<file path="src/rtl/shift_exec_pkg.sv">
// Shared definitions for the execute-stage shift unit: funct codes,
// shifter modes and the default datapath width.
// Optional rotate support is enabled by defining SHIFT_EXEC_ROTATE_EN.
package shift_exec_pkg;

    localparam int WIDTH_DEF = 32;

    localparam logic [5:0] F_SLL  = 6'b000000;
    localparam logic [5:0] F_SRL  = 6'b000010;
    localparam logic [5:0] F_SRA  = 6'b000011;
    localparam logic [5:0] F_SLLV = 6'b000100;
    localparam logic [5:0] F_SRLV = 6'b000110;
    localparam logic [5:0] F_SRAV = 6'b000111;

    typedef enum logic [1:0] {
        SH_LL  = 2'd0,
        SH_RL  = 2'd1,
        SH_RA  = 2'd2,
        SH_ROR = 2'd3
    } sh_mode_e;

endpackage

</file>
<file path="src/rtl/shift_exec_pipe_core.sv">
// Combinational 5-level logarithmic shifter. Left shifts reuse the
// right-shift network by bit-reversing the operand on the way in and out.
module shift_core
    import shift_exec_pkg::*;
#(
    parameter int WIDTH = WIDTH_DEF
) (
    input  logic [WIDTH-1:0] value,
    input  logic [4:0]       amt,
    input  sh_mode_e         mode,
    output logic [WIDTH-1:0] shifted
);

    localparam logic [WIDTH-1:0] ONES = '1;

    logic [WIDTH-1:0] stage;
    logic             fill;

    function automatic logic [WIDTH-1:0] bitrev(input logic [WIDTH-1:0] v);
        logic [WIDTH-1:0] r;
        for (int i = 0; i < WIDTH; i++) r[i] = v[WIDTH-1-i];
        return r;
    endfunction

    // Each level shifts right by 2^k when amt[k] is set; fill depends on mode.
    always_comb begin
        stage = (mode == SH_LL) ? bitrev(value) : value;
        fill  = (mode == SH_RA) && value[WIDTH-1];
        for (int k = 0; k < 5; k++) begin
            if (amt[k]) begin
                if (mode == SH_ROR)
                    stage = (stage >> (1 << k)) | (stage << (WIDTH - (1 << k)));
                else
                    stage = (stage >> (1 << k)) | (fill ? ~(ONES >> (1 << k)) : '0);
            end
        end
        shifted = (mode == SH_LL) ? bitrev(stage) : stage;
    end

endmodule

</file>
<file path="src/rtl/shift_exec_pipe.sv">
// Two-stage execute shift unit: stage 1 holds the decoded op, stage 2 holds
// the shifted result. Valid/ready on both sides plus a synchronous flush.
// Define SHIFT_EXEC_ROTATE_EN to turn SRL/SRLV with rot=1 into ROTR/ROTRV.
module shift_exec_pipe
    import shift_exec_pkg::*;
#(
    parameter int WIDTH = WIDTH_DEF,
    parameter int TAG_W = 5
) (
    input  logic             clk,
    input  logic             rst,
    input  logic             flush,
    input  logic             in_valid,
    output logic             in_ready,
    input  logic [5:0]       funct,
    input  logic             rot,
    input  logic [4:0]       shamt,
    input  logic [WIDTH-1:0] rs_val,
    input  logic [WIDTH-1:0] rt_val,
    input  logic [TAG_W-1:0] rd_tag,
    output logic             out_valid,
    input  logic             out_ready,
    output logic [WIDTH-1:0] result,
    output logic [TAG_W-1:0] out_tag,
    output logic             illegal
);

    // Decode
    sh_mode_e   dec_mode;
    logic       dec_var;
    logic       dec_ill;
    logic [4:0] dec_amt;

    // Stage 1
    logic             s1_valid_q, s1_valid_d;
    logic [4:0]       s1_amt_q, s1_amt_d;
    logic             s1_dir_q, s1_dir_d;
    logic             s1_arith_q, s1_arith_d;
    logic             s1_ror_q, s1_ror_d;
    logic             s1_ill_q, s1_ill_d;
    logic [WIDTH-1:0] s1_rt_q, s1_rt_d;
    logic [TAG_W-1:0] s1_tag_q, s1_tag_d;

    // Stage 2
    logic             s2_valid_q, s2_valid_d;
    logic [WIDTH-1:0] s2_res_q, s2_res_d;
    logic [TAG_W-1:0] s2_tag_q, s2_tag_d;
    logic             s2_ill_q, s2_ill_d;

    logic             s1_adv, s2_adv, accept;
    sh_mode_e         s1_mode;
    logic [WIDTH-1:0] core_out;

    // Only the low five bits of rs select an amount; rot is dead without rotate.
    logic unused_inputs;
    assign unused_inputs = ^{rot, rs_val[WIDTH-1:5]};

    // Funct decode and shift-amount source select.
    always_comb begin
        dec_mode = SH_RL;
        dec_var  = 1'b0;
        dec_ill  = 1'b0;
        case (funct)
            F_SLL:  dec_mode = SH_LL;
`ifdef SHIFT_EXEC_ROTATE_EN
            F_SRL:  dec_mode = rot ? SH_ROR : SH_RL;
`else
            F_SRL:  dec_mode = SH_RL;
`endif
            F_SRA:  dec_mode = SH_RA;
            F_SLLV: begin dec_mode = SH_LL; dec_var = 1'b1; end
`ifdef SHIFT_EXEC_ROTATE_EN
            F_SRLV: begin dec_mode = rot ? SH_ROR : SH_RL; dec_var = 1'b1; end
`else
            F_SRLV: begin dec_mode = SH_RL; dec_var = 1'b1; end
`endif
            F_SRAV: begin dec_mode = SH_RA; dec_var = 1'b1; end
            default: dec_ill = 1'b1;
        endcase
        dec_amt = dec_var ? rs_val[4:0] : shamt;
    end

    // A stage may move when the stage after it is empty or draining.
    always_comb begin
        s2_adv   = !s2_valid_q || out_ready;
        s1_adv   = !s1_valid_q || s2_adv;
        in_ready = s1_adv && !flush;
        accept   = in_valid && in_ready;
    end

    // Rebuild the shifter mode from the decoded flags held in stage 1.
    always_comb begin
        if (s1_ror_q)        s1_mode = SH_ROR;
        else if (s1_dir_q)   s1_mode = SH_LL;
        else if (s1_arith_q) s1_mode = SH_RA;
        else                 s1_mode = SH_RL;
    end

    shift_core #(.WIDTH(WIDTH)) u_core (
        .value   (s1_rt_q),
        .amt     (s1_amt_q),
        .mode    (s1_mode),
        .shifted (core_out)
    );

    // Next-state for both pipeline stages; flush empties them at the next edge.
    always_comb begin
        s1_valid_d = s1_valid_q;
        s1_amt_d   = s1_amt_q;
        s1_dir_d   = s1_dir_q;
        s1_arith_d = s1_arith_q;
        s1_ror_d   = s1_ror_q;
        s1_ill_d   = s1_ill_q;
        s1_rt_d    = s1_rt_q;
        s1_tag_d   = s1_tag_q;
        s2_valid_d = s2_valid_q;
        s2_res_d   = s2_res_q;
        s2_tag_d   = s2_tag_q;
        s2_ill_d   = s2_ill_q;

        if (flush)       s1_valid_d = 1'b0;
        else if (s1_adv) s1_valid_d = accept;

        if (accept) begin
            s1_amt_d   = dec_amt;
            s1_dir_d   = (dec_mode == SH_LL);
            s1_arith_d = (dec_mode == SH_RA);
            s1_ror_d   = (dec_mode == SH_ROR);
            s1_ill_d   = dec_ill;
            s1_rt_d    = rt_val;
            s1_tag_d   = rd_tag;
        end

        if (flush)       s2_valid_d = 1'b0;
        else if (s2_adv) s2_valid_d = s1_valid_q;

        if (s2_adv && s1_valid_q) begin
            s2_res_d = s1_ill_q ? '0 : core_out;
            s2_tag_d = s1_tag_q;
            s2_ill_d = s1_ill_q;
        end
    end

    // Pipeline registers, all cleared by reset.
    always_ff @(posedge clk or posedge rst) begin
        if (rst) begin
            s1_valid_q <= 1'b0;
            s1_amt_q   <= '0;
            s1_dir_q   <= 1'b0;
            s1_arith_q <= 1'b0;
            s1_ror_q   <= 1'b0;
            s1_ill_q   <= 1'b0;
            s1_rt_q    <= '0;
            s1_tag_q   <= '0;
            s2_valid_q <= 1'b0;
            s2_res_q   <= '0;
            s2_tag_q   <= '0;
            s2_ill_q   <= 1'b0;
        end else begin
            s1_valid_q <= s1_valid_d;
            s1_amt_q   <= s1_amt_d;
            s1_dir_q   <= s1_dir_d;
            s1_arith_q <= s1_arith_d;
            s1_ror_q   <= s1_ror_d;
            s1_ill_q   <= s1_ill_d;
            s1_rt_q    <= s1_rt_d;
            s1_tag_q   <= s1_tag_d;
            s2_valid_q <= s2_valid_d;
            s2_res_q   <= s2_res_d;
            s2_tag_q   <= s2_tag_d;
            s2_ill_q   <= s2_ill_d;
        end
    end

    assign out_valid = s2_valid_q;
    assign result    = s2_res_q;
    assign out_tag   = s2_tag_q;
    assign illegal   = s2_ill_q;

endmodule

</file>
<file path="config.mk">
export PLATFORM = sky130hd
export DESIGN_NAME = shift_exec_pipe
export DESIGN_NICKNAME = d
export VERILOG_FILES = /design/src/rtl/shift_exec_pkg.sv /design/src/rtl/shift_exec_pipe_core.sv /design/src/rtl/shift_exec_pipe.sv
export SDC_FILE = /design/constraint.sdc
export NUM_CORES = 1
export LEC_CHECK = 0
export BUFFER_PORTS_ARGS = -buffer_cell sky130_fd_sc_hd__buf_2
export CAP_MARGIN = 40
export CORE_UTILIZATION = 40
export CTS_BUF_LIST = sky130_fd_sc_hd__clkbuf_4 sky130_fd_sc_hd__clkbuf_8 sky130_fd_sc_hd__clkbuf_16
export CTS_CLUSTER_DIAMETER = 100
export DETAILED_ROUTE_END_ITERATION = 10
export PLACE_DENSITY = 0.63
export SYNTH_ARGS = -nofsm -noshare
export SYNTH_HDL_FRONTEND = slang
export SYNTH_HIERARCHICAL = 1
export SYNTH_SLANG_ARGS = --single-unit
</file>
<file path="constraint.sdc">
create_clock -name clk -period 3.85 [get_ports clk]
set_input_delay 0.1925 -clock clk [delete_from_list [all_inputs] [get_ports clk]]
set_output_delay 0.1925 -clock clk [all_outputs]
set_load 0.01 [all_outputs]
</file>
==> flow_summary.json, run 1 <==
{
  "cp_top_family": "compound AO/OA/AOI/OAI gates",
  "grt_start_max_net_pins": 48,
  "detail_route.wl_per_cell_um": 21.0,
  "clock_tree.htree_level_count": 3,
  "maxClockFrequency_mhz": 279,
  "finish.net_count": 842,
  "top_signal_layer_used": "met4",
  "synthDistinctLibCells": 67,
  "tightestPinTransition_ps": 819,
  "syn_area_per_cell_um2": 10.5,
  "finClkSkew_ps": 10.4,
  "core.rowCount": 48,
  "synth_async_sr_flop_share": 1.00,
  "ctsResizeCount": 0,
  "timing.critical_path.cells": "o21bai_1, or2_4, buf_12, mux4_2, a311oi_1, a21o_1, mux2_2, o22ai_1, a221o_1, nor2b_1, mux2_2",
  "clk_latency_ps": 350,
  "hpwl_mm": 15.7,
  "power_density_nw_per_um2": 451,
  "area.sequential_um2": 2150,
  "clk_path_buf_depth": 2,
  "finalWeightedCongestion": 0.923,
  "die-height_um": 135,
  "synth.net_count": 758,
  "clock_slew_at_the_register_clock_pins_of_the_worst_setup_and_hold_paths_ps": 70,
  "crit_slowest_cell": "sky130_fd_sc_hd__mux4_2",
  "synth-seq-area-share": 0.304,
  "cts_hold_buffers": 1,
  "tritoncts.num_buffers": 9,
  "max_stage_delay_ps": 590,
  "synth_area_leader_cell": "sky130_fd_sc_hd__dfrtp_1",
  "dpl.cell_count": 968,
  "detail_route.wirelength.met1_mm": 9.38,
  "setup_tns_ps": 0,
  "power.static_leakage_nw": 3.56,
  "detail_route.wirelength_mm": 20.7,
  "buffer_ports.inserted": 97,
  "rsz_0062_raised_after_global_routing": "no",
  "path_class": "reg -> reg",
  "antenna_left": 0,
  "postCtsSetupBuffers": 0,
  "final-setup-viol-count": 0,
  "diodes": 0,
  "met3RoutedLength_mm": 1.22,
  "clock_tree_from_tritoncts": "built",
  "grt_pass1_wl_mm": 33.0,
  "critPathArrivalTime_ps": 3820,
  "min-delay-path-class": "in -> reg",
  "drt-vias-per-instance": 6.15,
  "track_usage": 0.235,
  "mapped_cell_area_um2": 7090,
  "finalWorstPathRequiredPeriod_ps": 3580,
  "fin_crit_sh": 0.930,
  "hold_slack_ps": 29.6,
  "yosys_most_used_dff": "sky130_fd_sc_hd__dfrtp_1",
  "detailedRoute.firstIterationViolations": 582,
  "grt_pass1_vias": 5866,
  "critical_path.n_buffers_inverters": 1,
  "top_level_ports": 126,
  "synth_top_area_frac": 0.304,
  "drt_drc": 0,
  "cp-start-kind": "flop",
  "maxCapViolations": 0,
  "footprint_of_the_multi_input_gates_um2": 4520,
  "post_layout_util": 0.470,
  "firstDrtPassIters": 5,
  "wl_met2_mm": 9.47,
  "finalHoldViolations": 0,
  "max-slew-margin-rel": 0.452,
  "post_synth_inst_count": 672,
  "grt_overflow": 0,
  "critical_path_required_time_ps": 4090,
  "grt_antenna_before_repair": 0,
  "drive_above_1_share": 0.393,
  "yosys-top-cells-area": "sky130_fd_sc_hd__dfrtp_1 30%, sky130_fd_sc_hd__mux4_2 13%, sky130_fd_sc_hd__mux2_2 8.7%",
  "clock-root-buffer": "sky130_fd_sc_hd__clkbuf_16",
  "initial_utilization": 0.410,
  "floorplan.die_area_um2": 18300,
  "core_area_um2": 17300,
  "overall_die_width_um": 135,
  "routed-via-count": 6054,
  "timing.critical_path.mode_cell": "sky130_fd_sc_hd__mux2_2",
  "layoutNonFillerInstCount": 985,
  "yosysWarningCount": 6,
  "numClockSinks": 86,
  "nFillCells": 1688,
  "finalMaxSlewViolations": 0,
  "critical_path.max_fanout": 26,
  "areaGrowthSynthToFinish_pct": 14.6,
  "result_of_the_run": "finished, final reports clean",
  "synthesized_flop_and_latch_total": 86,
  "power.ir.vdd_worst_mv": 0.231,
  "number_of_synthesized_flops_with_an_enable_pin": 0,
  "critPathCaptureType": "flop"
}
per-stage QoR:
step / setup slack [ps] / total power, mW / instance area (µm²)
6_report: 271 / 3.67 / 8120
5_1_grt: 59.9 / 3.87 / 8120
4_1_cts: 261 / 3.67 / 8100
3_5_place_dp: 273 / 2.77 / 7790
3_3_place_gp: 295 / 2.74 / 7740
2_1_floorplan: 550 / 2.30 / 7090
where the power goes:
group	internal [mW]	switching [mW]	leakage (nW)	total, mW
Sequential	1.01	0.130	1.08	1.14
Clock	0.504	0.372	0.143	0.877
Combinational	0.754	0.897	2.34	1.65
registers in the layout, summed over array words and instances (netlist names):
| register | count |
|---|---|
| result | 32 |
| s1_valid_q | 1 |
| s1_ill_q | 1 |
| s1_tag_q | 5 |
| s1_ror_q | 1 |
| s1_rt_q | 32 |
| illegal | 1 |
| s1_arith_q | 1 |
| s1_dir_q | 1 |
| out_tag | 5 |
| out_valid | 1 |
| s1_amt_q | 5 |
Yosys cell counts (3+ instances only):
cell	instances
sky130_fd_sc_hd__inv_1	11
sky130_fd_sc_hd__buf_1	3
sky130_fd_sc_hd__o21ai_0	27
sky130_fd_sc_hd__o21a_1	6
sky130_fd_sc_hd__buf_6	14
sky130_fd_sc_hd__nor3_1	12
sky130_fd_sc_hd__nand3_1	5
sky130_fd_sc_hd__nand2b_1	3
sky130_fd_sc_hd__a21o_1	4
sky130_fd_sc_hd__nand2_1	49
sky130_fd_sc_hd__nor2_1	24
sky130_fd_sc_hd__o31ai_1	7
sky130_fd_sc_hd__inv_2	4
sky130_fd_sc_hd__a22o_1	6
sky130_fd_sc_hd__mux2_2	55
sky130_fd_sc_hd__o21ai_1	5
sky130_fd_sc_hd__mux2i_1	22
sky130_fd_sc_hd__o221ai_1	6
sky130_fd_sc_hd__mux2_4	32
sky130_fd_sc_hd__dfrtp_1	86
sky130_fd_sc_hd__a221oi_1	4
sky130_fd_sc_hd__clkbuf_1	28
sky130_fd_sc_hd__buf_2	6
sky130_fd_sc_hd__o2bb2ai_1	3
sky130_fd_sc_hd__and2_1	4
sky130_fd_sc_hd__a22oi_1	23
sky130_fd_sc_hd__a211oi_1	7
sky130_fd_sc_hd__nor2b_1	37
sky130_fd_sc_hd__nand4_1	6
sky130_fd_sc_hd__mux4_2	42
sky130_fd_sc_hd__o22ai_1	23
sky130_fd_sc_hd__buf_4	3
sky130_fd_sc_hd__a31oi_1	13
sky130_fd_sc_hd__a21oi_1	40
sky130_fd_sc_hd__o32ai_1	3
sky130_fd_sc_hd__and3_1	3
sky130_fd_sc_hd__a221o_1	5
path summary, 6_finish.rpt:
check	slack [ps]	startpoint	cells past startpoint	endpoint
hold reg to reg	500	result[14]$_DFFE_PP0P_	1	result[14]$_DFFE_PP0P_
setup / recovery	270	s1_arith_q$_DFFE_PP0P_	11	result[16]$_DFFE_PP0P_
min in group asynchronous	420	rst	4	illegal$_DFFE_PP0P_
setup reg to reg	270	s1_arith_q$_DFFE_PP0P_	11	result[16]$_DFFE_PP0P_
max in group asynchronous	2670	rst	5	s1_rt_q[9]$_DFFE_PP0P_
hold / removal	30	flush	2	s1_valid_q$_DFFE_PP0P_
per-layer routing:
| metal | vias up | global-route usage |
|---|---|---|
| met1 | 2986 | 0.327 |
| met2 | 255 | 0.365 |
| met4 | 0 | 0.0911 |
| met5 | - | 0 |
| li1 | 2771 | - |
| met3 | 42 | 0.0383 |
placed cells by master (no fill, tap or decap), types with 7 or more instances in the layout:
master	count
sky130_fd_sc_hd__mux2i_1	22
sky130_fd_sc_hd__buf_4	28
sky130_fd_sc_hd__o31ai_1	7
sky130_fd_sc_hd__nand2_1	49
sky130_fd_sc_hd__o22ai_1	23
sky130_fd_sc_hd__inv_1	10
sky130_fd_sc_hd__a21oi_1	40
sky130_fd_sc_hd__a22oi_1	23
sky130_fd_sc_hd__nor3_1	12
sky130_fd_sc_hd__clkbuf_16	9
sky130_fd_sc_hd__nor2b_1	37
sky130_fd_sc_hd__dfrtp_1	86
sky130_fd_sc_hd__o21ai_0	27
sky130_fd_sc_hd__a31oi_1	13
sky130_fd_sc_hd__mux2_4	32
sky130_fd_sc_hd__a211oi_1	7
sky130_fd_sc_hd__mux4_2	42
sky130_fd_sc_hd__mux2_2	55
sky130_fd_sc_hd__buf_2	97
sky130_fd_sc_hd__nor2_1	24
final cells by class:
class,count,share of cell area
Clock inverter,6,0.00847
Timing Repair Buffer,131,0.101
Sequential cell,86,0.265
Multi-Input combinational cell,513,0.556
Tap cell,225,0.0347
Inverter,15,0.00709
Clock buffer,9,0.0277
cells by family (layout without fill, tap and decap cells):
family / after synthesis / after routing / synth area share
AO/OA/AOI/OAI: 203 / 203 / 0.196
AND/OR/NAND/NOR: 158 / 158 / 0.116
multiplexers: 152 / 152 / 0.323
flip-flops: 86 / 86 / 0.304
buffers and inverters: 73 / 161 / 0.0604
Note: power is estimated with default switching activity, not from simulation.
==> run 2, diff against run 1 <==
--- a/config.mk
+++ b/config.mk
@@ -7,2 +7,3 @@
 export LEC_CHECK = 0
+export ABC_AREA = 1
 export BUFFER_PORTS_ARGS = -buffer_cell sky130_fd_sc_hd__buf_2
@@ -13,3 +14,3 @@
 export DETAILED_ROUTE_END_ITERATION = 10
-export PLACE_DENSITY = 0.63
+export PLACE_DENSITY = 0.64
 export SYNTH_ARGS = -nofsm -noshare
--- a/constraint.sdc
+++ b/constraint.sdc
@@ -3,2 +3,2 @@
 set_output_delay 0.1925 -clock clk [all_outputs]
-set_load 0.01 [all_outputs]
+set_load 0.005 [all_outputs]
==> run 2 against run 1 <==
Against the previous run:
- first-iteration DRC count decreased by 6.7%
- total power decreased by 6.8%
- clock skew about the same
- setup slack improved by 770 ps
- critical path type unchanged
- clock-buffer cell count unchanged
- die area decreased by 7.6%
- routed wire length decreased by 7.5%
- sequential share of layout area increased by 2.6 points
- cell count increased by 40%
- worst hold slack about the same
- cell area decreased by 8.9%
- largest cell class unchanged
==> flow_summary.json, run 2 <==
{
  "result_of_the_run": "finished, final reports clean",
  "yosysWarningCount": 6,
  "mapped_cell_area_um2": 6540,
  "buffer_ports.inserted": 97,
  "track_usage": 0.246,
  "yosys-top-cells-count": "531 x sky130_fd_sc_hd__nand2_1, 324 x sky130_fd_sc_hd__nand3_1, 86 x sky130_fd_sc_hd__dfrtp_1",
  "synth_top_area_frac": 0.329,
  "firstDrtPassIters": 5,
  "syn_area_per_cell_um2": 5.95,
  "top_level_ports": 126,
  "tightestPinTransition_ps": 701,
  "synth.net_count": 1185,
  "grt_overflow": 0,
  "clock_tree_from_tritoncts": "built",
  "detail_route.wirelength_mm": 19.1,
  "critPathArrivalTime_ps": 3040,
  "critPathCaptureType": "flop",
  "maxCapViolations": 0,
  "finalMaxSlewViolations": 0,
  "grt_pass1_wl_mm": 32.5,
  "clk_path_buf_depth": 2,
  "postCtsSetupBuffers": 0,
  "max-slew-margin-rel": 0.532,
  "maxClockFrequency_mhz": 356,
  "count_leader_synth": "sky130_fd_sc_hd__nand2_1",
  "yosys-top-cells-area": "sky130_fd_sc_hd__dfrtp_1 33%, sky130_fd_sc_hd__nand2_1 30%, sky130_fd_sc_hd__nand3_1 25%",
  "initial_utilization": 0.410,
  "detail_route.wl_per_cell_um": 13.9,
  "power_density_nw_per_um2": 462,
  "power.ir.vdd_worst_mv": 0.203,
  "critical_path.max_fanout": 38,
  "overall_die_width_um": 130,
  "core_area_um2": 15900,
  "post_synth_inst_count": 1099,
  "critical_path_required_time_ps": 4090,
  "drive_above_1_share": 0.121,
  "nFillCells": 1764,
  "drt-vias-per-instance": 5.13,
  "power.static_leakage_nw": 4.23,
  "synth-seq-area-share": 0.329,
  "areaGrowthSynthToFinish_pct": 13.1,
  "grt_start_max_net_pins": 51,
  "clk_latency_ps": 350,
  "antenna_left": 0,
  "most_common_cell_after_layout_fill_and_taps_aside": "sky130_fd_sc_hd__nand2_1",
  "min-delay-path-class": "in -> reg",
  "core.rowCount": 46,
  "most_used_cells_in_the_layout_excluding_fill_and_tap_cells": "531 x sky130_fd_sc_hd__nand2_1, 324 x sky130_fd_sc_hd__nand3_1, 97 x sky130_fd_sc_hd__buf_2",
  "hpwl_mm": 14.6,
  "fin_crit_sh": 0.730,
  "grt_antenna_before_repair": 0,
  "final-setup-viol-count": 0,
  "floorplan.die_area_um2": 16900,
  "synthesized_flop_and_latch_total": 86,
  "synthDistinctLibCells": 18,
  "post_layout_util": 0.464,
  "grt_pass1_vias": 6650,
  "tritoncts.num_buffers": 9,
  "finClkSkew_ps": 10.6,
  "finish.net_count": 1245,
  "synth_area_leader_cell": "sky130_fd_sc_hd__dfrtp_1",
  "diodes": 0,
  "cp-start-kind": "flop",
  "die-height_um": 130,
  "clock_slew_at_the_register_clock_pins_of_the_worst_setup_and_hold_paths_ps": 70,
  "routed-via-count": 7082,
  "drt_drc": 0,
  "clock-root-buffer": "sky130_fd_sc_hd__clkbuf_16",
  "finalWeightedCongestion": 0.947,
  "finalWorstPathRequiredPeriod_ps": 2810,
  "numClockSinks": 86,
  "detailedRoute.firstIterationViolations": 543,
  "finalHoldViolations": 0,
  "number_of_synthesized_flops_with_an_enable_pin": 0,
  "yosys_most_used_dff": "sky130_fd_sc_hd__dfrtp_1",
  "synth_async_sr_flop_share": 1.00,
  "rsz_0062_raised_after_global_routing": "no",
  "path_class": "reg -> reg",
  "setup_tns_ps": 0,
  "clock_tree.htree_level_count": 3
}
run 2: report_power, final:
part | internal [mW] | switching (mW) | total (mW)
registers | 1.05 | 0.0928 | 1.14
clock network | 0.446 | 0.389 | 0.835
logic | 0.484 | 0.955 | 1.44
total | 1.98 | 1.44 | 3.42
run 2: layer usage:
| layer | wire length [µm] | track usage | share of wire | vias to the layer above |
|---|---|---|---|---|
| met1 | 8950 | 0.324 | 0.47 | 3201 |
| met5 | 0 | 0 | 0 | - |
| met2 | 8700 | 0.401 | 0.46 | 176 |
| met4 | 661 | 0.109 | 0.035 | 0 |
| li1 | - | - | - | 3662 |
| met3 | 800 | 0.0361 | 0.042 | 43 |
run 2: path summary, 6_finish.rpt:
| path | to | cells past startpoint | from | slack [ps] |
|---|---|---|---|---|
| max | result[15]$_DFFE_PP0P_ | 16 | s1_dir_q$_DFFE_PP0P_ | 1040 |
| min | s1_tag_q[2]$_DFFE_PP0P_ | 3 | rd_tag[2] | 30 |
| max reg2reg | result[15]$_DFFE_PP0P_ | 16 | s1_dir_q$_DFFE_PP0P_ | 1040 |
| max in group asynchronous | s1_rt_q[18]$_DFFE_PP0P_ | 4 | rst | 2920 |
| min in group asynchronous | s1_valid_q$_DFFE_PP0P_ | 4 | rst | 510 |
| min reg2reg | out_tag[1]$_DFFE_PP0P_ | 2 | s1_tag_q[1]$_DFFE_PP0P_ | 470 |
run 2: per-stage QoR:
| step | hold WS, ps | setup slack, ps | instances | power [mW] | area, µm² |
|---|---|---|---|---|---|
| final | 29.3 | 1040 | 1380 | 3.42 | 7400 |
| after global routing | 28.3 | 735 | 1380 | 3.71 | 7400 |
| after CTS | 16.9 | 1060 | 1380 | 3.44 | 7400 |
| after detailed placement | 350 | 1090 | 1363 | 2.59 | 7110 |
| after global placement | 351 | 967 | 1361 | 2.57 | 7060 |
| after floorplan | 300 | 1440 | 1099 | 2.17 | 6540 |
run 2: repair_timing:
item / in CTS / in global routing
endpoints found under the setup margin: 0 / 0
resized for setup: 0 / 0
endpoints found under the hold margin: 41 / 0
hold buffers: 1 / 0
run 2: layout make-up:
type | count | area, µm² | area share
clock inverters | 7 | 55.1 | 0.00744
inverters | 61 | 230 | 0.0311
repair buffers | 115 | 656 | 0.0886
clock buffers | 9 | 225 | 0.0304
multi-input cells | 886 | 3810 | 0.515
well taps | 216 | 270 | 0.0365
flip-flops and latches | 86 | 2150 | 0.291
run 2: cells by family after synthesis:
kind of cell,count (synthesis),share of synthesized area
buf+inv,127,0.0889
compound gates,9,0.00765
simple gates,877,0.574
flops,86,0.329
run 2: critical path, stage by stage (launching register included):
cell                      delay (ps)
sky130_fd_sc_hd__dfrtp_1         390
sky130_fd_sc_hd__o21ai_0         560
sky130_fd_sc_hd__inv_2           100
sky130_fd_sc_hd__nand2_4         340
sky130_fd_sc_hd__nand2_1         170
sky130_fd_sc_hd__nand3_2         110
sky130_fd_sc_hd__nand2_1          60
sky130_fd_sc_hd__nand2_1          50
sky130_fd_sc_hd__nand3_1         130
sky130_fd_sc_hd__nand3_1         140
sky130_fd_sc_hd__nand2_1          70
sky130_fd_sc_hd__nand2_1         120
sky130_fd_sc_hd__nand2_1          80
sky130_fd_sc_hd__nand3_1         100
sky130_fd_sc_hd__nand2_1         100
sky130_fd_sc_hd__nand2_1          90
sky130_fd_sc_hd__nand2_1          50
==> run 3, diff against run 2 <==
Clock period 3.85 ns to 2.9 ns, I/O delays scaled along.
==> run 3 against run 2 <==
Against the previous run:
- first-iteration DRC count decreased by 9.8%
- largest cell class unchanged
- via count is 4.0% higher
- clock power is 38% higher
- critical path type unchanged
- critical path depth increased by 2
==> flow_summary.json, run 3 (synthesis results as in run 2) <==
{
  "postCtsSetupBuffers": 0,
  "antenna_left": 0,
  "grt_start_max_net_pins": 72,
  "capture_point_of_the_worst_reg_to_reg_path": "result[30]$_DFFE_PP0P_",
  "pwr-share-clk": 0.248,
  "final-setup-viol-count": 0,
  "grt_pass1_wl_mm": 31.9,
  "buffer_ports.inserted": 97,
  "source_of_the_worst_hold_timing_path": "rt_val[15]",
  "setup_ws_ps": 386,
  "grt_pass1_vias": 6728,
  "power_switching_share": 0.419,
  "nFillCells": 1772,
  "numClockSinks": 86,
  "diodes": 0,
  "power.static_leakage_nw": 4.38,
  "critical_path.max_fanout": 71,
  "initial_utilization": 0.410,
  "p_int_mw": 2.68,
  "drt_drc": 0,
  "crit_slowest_cell": "sky130_fd_sc_hd__dfrtp_1",
  "grt_overflow": 0,
  "clk_path_buf_depth": 2,
  "core_area_um2": 15900,
  "fin_crit_sh": 0.867,
  "critical_path_required_time_ps": 3150,
  "tightestPinTransition_ps": 744,
  "finalHoldViolations": 0,
  "setup_tns_ps": 0,
  "max-slew-margin-rel": 0.503,
  "critPathArrivalTime_ps": 2760,
  "ctsResizeCount": 0,
  "hold_path_depth": 3,
  "most_common_cell_after_layout_fill_and_taps_aside": "sky130_fd_sc_hd__nand2_1",
  "detailedRoute.firstIterationViolations": 490,
  "critPathCaptureType": "flop",
  "clock_slew_at_the_register_clock_pins_of_the_worst_setup_and_hold_paths_ps": 70,
  "grt_antenna_before_repair": 0,
  "rsz_0062_raised_after_global_routing": "no",
  "tritoncts.num_buffers": 9,
  "finalWorstPathRequiredPeriod_ps": 2510,
  "drive_above_1_share": 0.118,
  "clock_tree.htree_level_count": 3,
  "detail_route.wl_per_cell_um": 13.7,
  "clk_latency_ps": 360,
  "worst-r2r-cell-count": 18,
  "timing.critical_path.cells": "inv_1, o21ai_0, buf_4, nor2_4, buf_12, nand2_1, nand3_1, nand3_1, nand2_1, nand2_1, nand2_1, nand2_1, nand2_1, nand2_1, nand3_1, nand2_1, nand2_1, nand2_1",
  "path_class": "reg -> reg",
  "post-place-ws_ps": 460,
  "die-height_um": 130,
  "core.rowCount": 46,
  "max_stage_delay_ps": 380,
  "maxClockFrequency_mhz": 398,
  "power_density_nw_per_um2": 595,
  "hpwl_mm": 14.4,
  "routed-via-count": 7362,
  "maxCapViolations": 0,
  "finClkSkew_ps": 8.13,
  "power.ir.vdd_worst_mv": 0.320,
  "netSwitchingPower_mw": 1.93,
  "firstDrtPassIters": 7,
  "power.sequential.fraction": 0.327,
  "areaGrowthSynthToFinish_pct": 18.6,
  "drt-vias-per-instance": 5.20,
  "cp_top_family": "simple AND/OR/NAND/NOR gates",
  "finish.net_count": 1281,
  "critical_path.n_buffers_inverters": 3,
  "cts_hold_buffers": 36,
  "timing.critical_path.mode_cell": "sky130_fd_sc_hd__nand2_1",
  "cp-start-kind": "flop",
  "clock_tree_from_tritoncts": "built",
  "detail_route.wirelength_mm": 19.5,
  "worstHoldEndpoint": "s1_rt_q[15]$_DFFE_PP0P_",
  "share_comb_of_total_power": 0.425,
  "min-delay-path-class": "in -> reg",
  "finalWeightedCongestion": 0.967,
  "floorplan.die_area_um2": 16900,
  "track_usage": 0.241,
  "most_used_cells_in_the_layout_excluding_fill_and_tap_cells": "531 x sky130_fd_sc_hd__nand2_1, 324 x sky130_fd_sc_hd__nand3_1, 97 x sky130_fd_sc_hd__buf_2",
  "clock-root-buffer": "sky130_fd_sc_hd__clkbuf_16",
  "overall_die_width_um": 130,
  "top_level_ports": 126,
  "rrSetupSlack_ps": 390,
  "result_of_the_run": "finished, final reports clean",
  "r2r_start": "s1_ror_q$_DFFE_PP0P_",
  "finalMaxSlewViolations": 0
}
==> run 3: changes by cell type in the layout (fill, tap and decap cells not counted), sizes merged <==
| cell | delta |
|---|---|
| dlygate4sd3 | +35 |
| buf | +1 |
| clkbuf | +1 |
| clkinv | -1 |
| clkinvlp | +1 |
| inv | -1 |
==> run 3: cell type report <==
| class | count | area, µm² | share of cell area |
|---|---|---|---|
| Multi-Input combinational cell | 886 | 3810 | 0.491 |
| Sequential cell | 86 | 2150 | 0.277 |
| Clock inverter | 6 | 52.6 | 0.00677 |
| Inverter | 61 | 230 | 0.0297 |
| Clock buffer | 10 | 239 | 0.0308 |
| Tap cell | 216 | 270 | 0.0348 |
| Timing Repair Buffer | 151 | 1010 | 0.130 |
==> run 3: worst reg2reg max path, cell delays in order, from the launching register on <==
cell	delay, ps
sky130_fd_sc_hd__dfrtp_1	380
sky130_fd_sc_hd__inv_1	60
sky130_fd_sc_hd__o21ai_0	90
sky130_fd_sc_hd__buf_4	160
sky130_fd_sc_hd__nor2_4	110
sky130_fd_sc_hd__buf_12	250
sky130_fd_sc_hd__nand2_1	200
sky130_fd_sc_hd__nand3_1	120
sky130_fd_sc_hd__nand3_1	110
sky130_fd_sc_hd__nand2_1	100
sky130_fd_sc_hd__nand2_1	90
sky130_fd_sc_hd__nand2_1	170
sky130_fd_sc_hd__nand2_1	90
sky130_fd_sc_hd__nand2_1	90
sky130_fd_sc_hd__nand2_1	70
sky130_fd_sc_hd__nand3_1	90
sky130_fd_sc_hd__nand2_1	80
sky130_fd_sc_hd__nand2_1	90
sky130_fd_sc_hd__nand2_1	50
==> run 3: power groups by stage <==
| stage | combinational (mW) | sequential (mW) | clock, mW |
|---|---|---|---|
| 2_1_floorplan | 1.35 | 1.53 | 0 |
| 3_3_place_gp | 1.89 | 1.53 | 0 |
| 3_5_place_dp | 1.90 | 1.53 | 0 |
| 4_1_cts | 1.94 | 1.51 | 1.18 |
| 5_1_grt | 2.21 | 1.54 | 1.21 |
| 6_report | 1.96 | 1.51 | 1.15 |
==> run 3: how the worst max path moves through the flow <==
| stage | startpoint | endpoint | cells after the start |
|---|---|---|---|
| after floorplan | rst | illegal$_DFFE_PP0P_ | 1 |
| after global placement | s1_ror_q$_DFFE_PP0P_ | result[30]$_DFFE_PP0P_ | 18 |
| after detailed placement | s1_dir_q$_DFFE_PP0P_ | result[30]$_DFFE_PP0P_ | 17 |
| after CTS | s1_dir_q$_DFFE_PP0P_ | result[30]$_DFFE_PP0P_ | 17 |
| after global routing | s1_dir_q$_DFFE_PP0P_ | result[3]$_DFFE_PP0P_ | 17 |
| final | s1_ror_q$_DFFE_PP0P_ | result[30]$_DFFE_PP0P_ | 18 |
==> run 3: through the flow <==
| step | total power, mW | hold slack, ps | cell area (µm²) | std cells | util |
|---|---|---|---|---|---|
| 2_1_floorplan | 2.87 | 252 | 6540 | 1099 | - |
| 3_3_place_gp | 3.42 | 294 | 7110 | 1364 | 0.446 |
| 3_5_place_dp | 3.43 | 294 | 7110 | 1364 | 0.446 |
| 4_1_cts | 4.64 | 1.19 | 7760 | 1416 | 0.487 |
| 5_1_grt | 4.96 | 32.9 | 7760 | 1416 | 0.487 |
| 6_report | 4.62 | 5.14 | 7760 | 1416 | 0.487 |
==> run 3: layer usage <==
metal / part of all wire / GRT usage / wire length [µm]
met3: 0.048 / 0.0410 / 938
met2: 0.46 / 0.398 / 8870
met1: 0.47 / 0.314 / 9120
met5: 0 / 0 / 0
met4: 0.028 / 0.0944 / 539
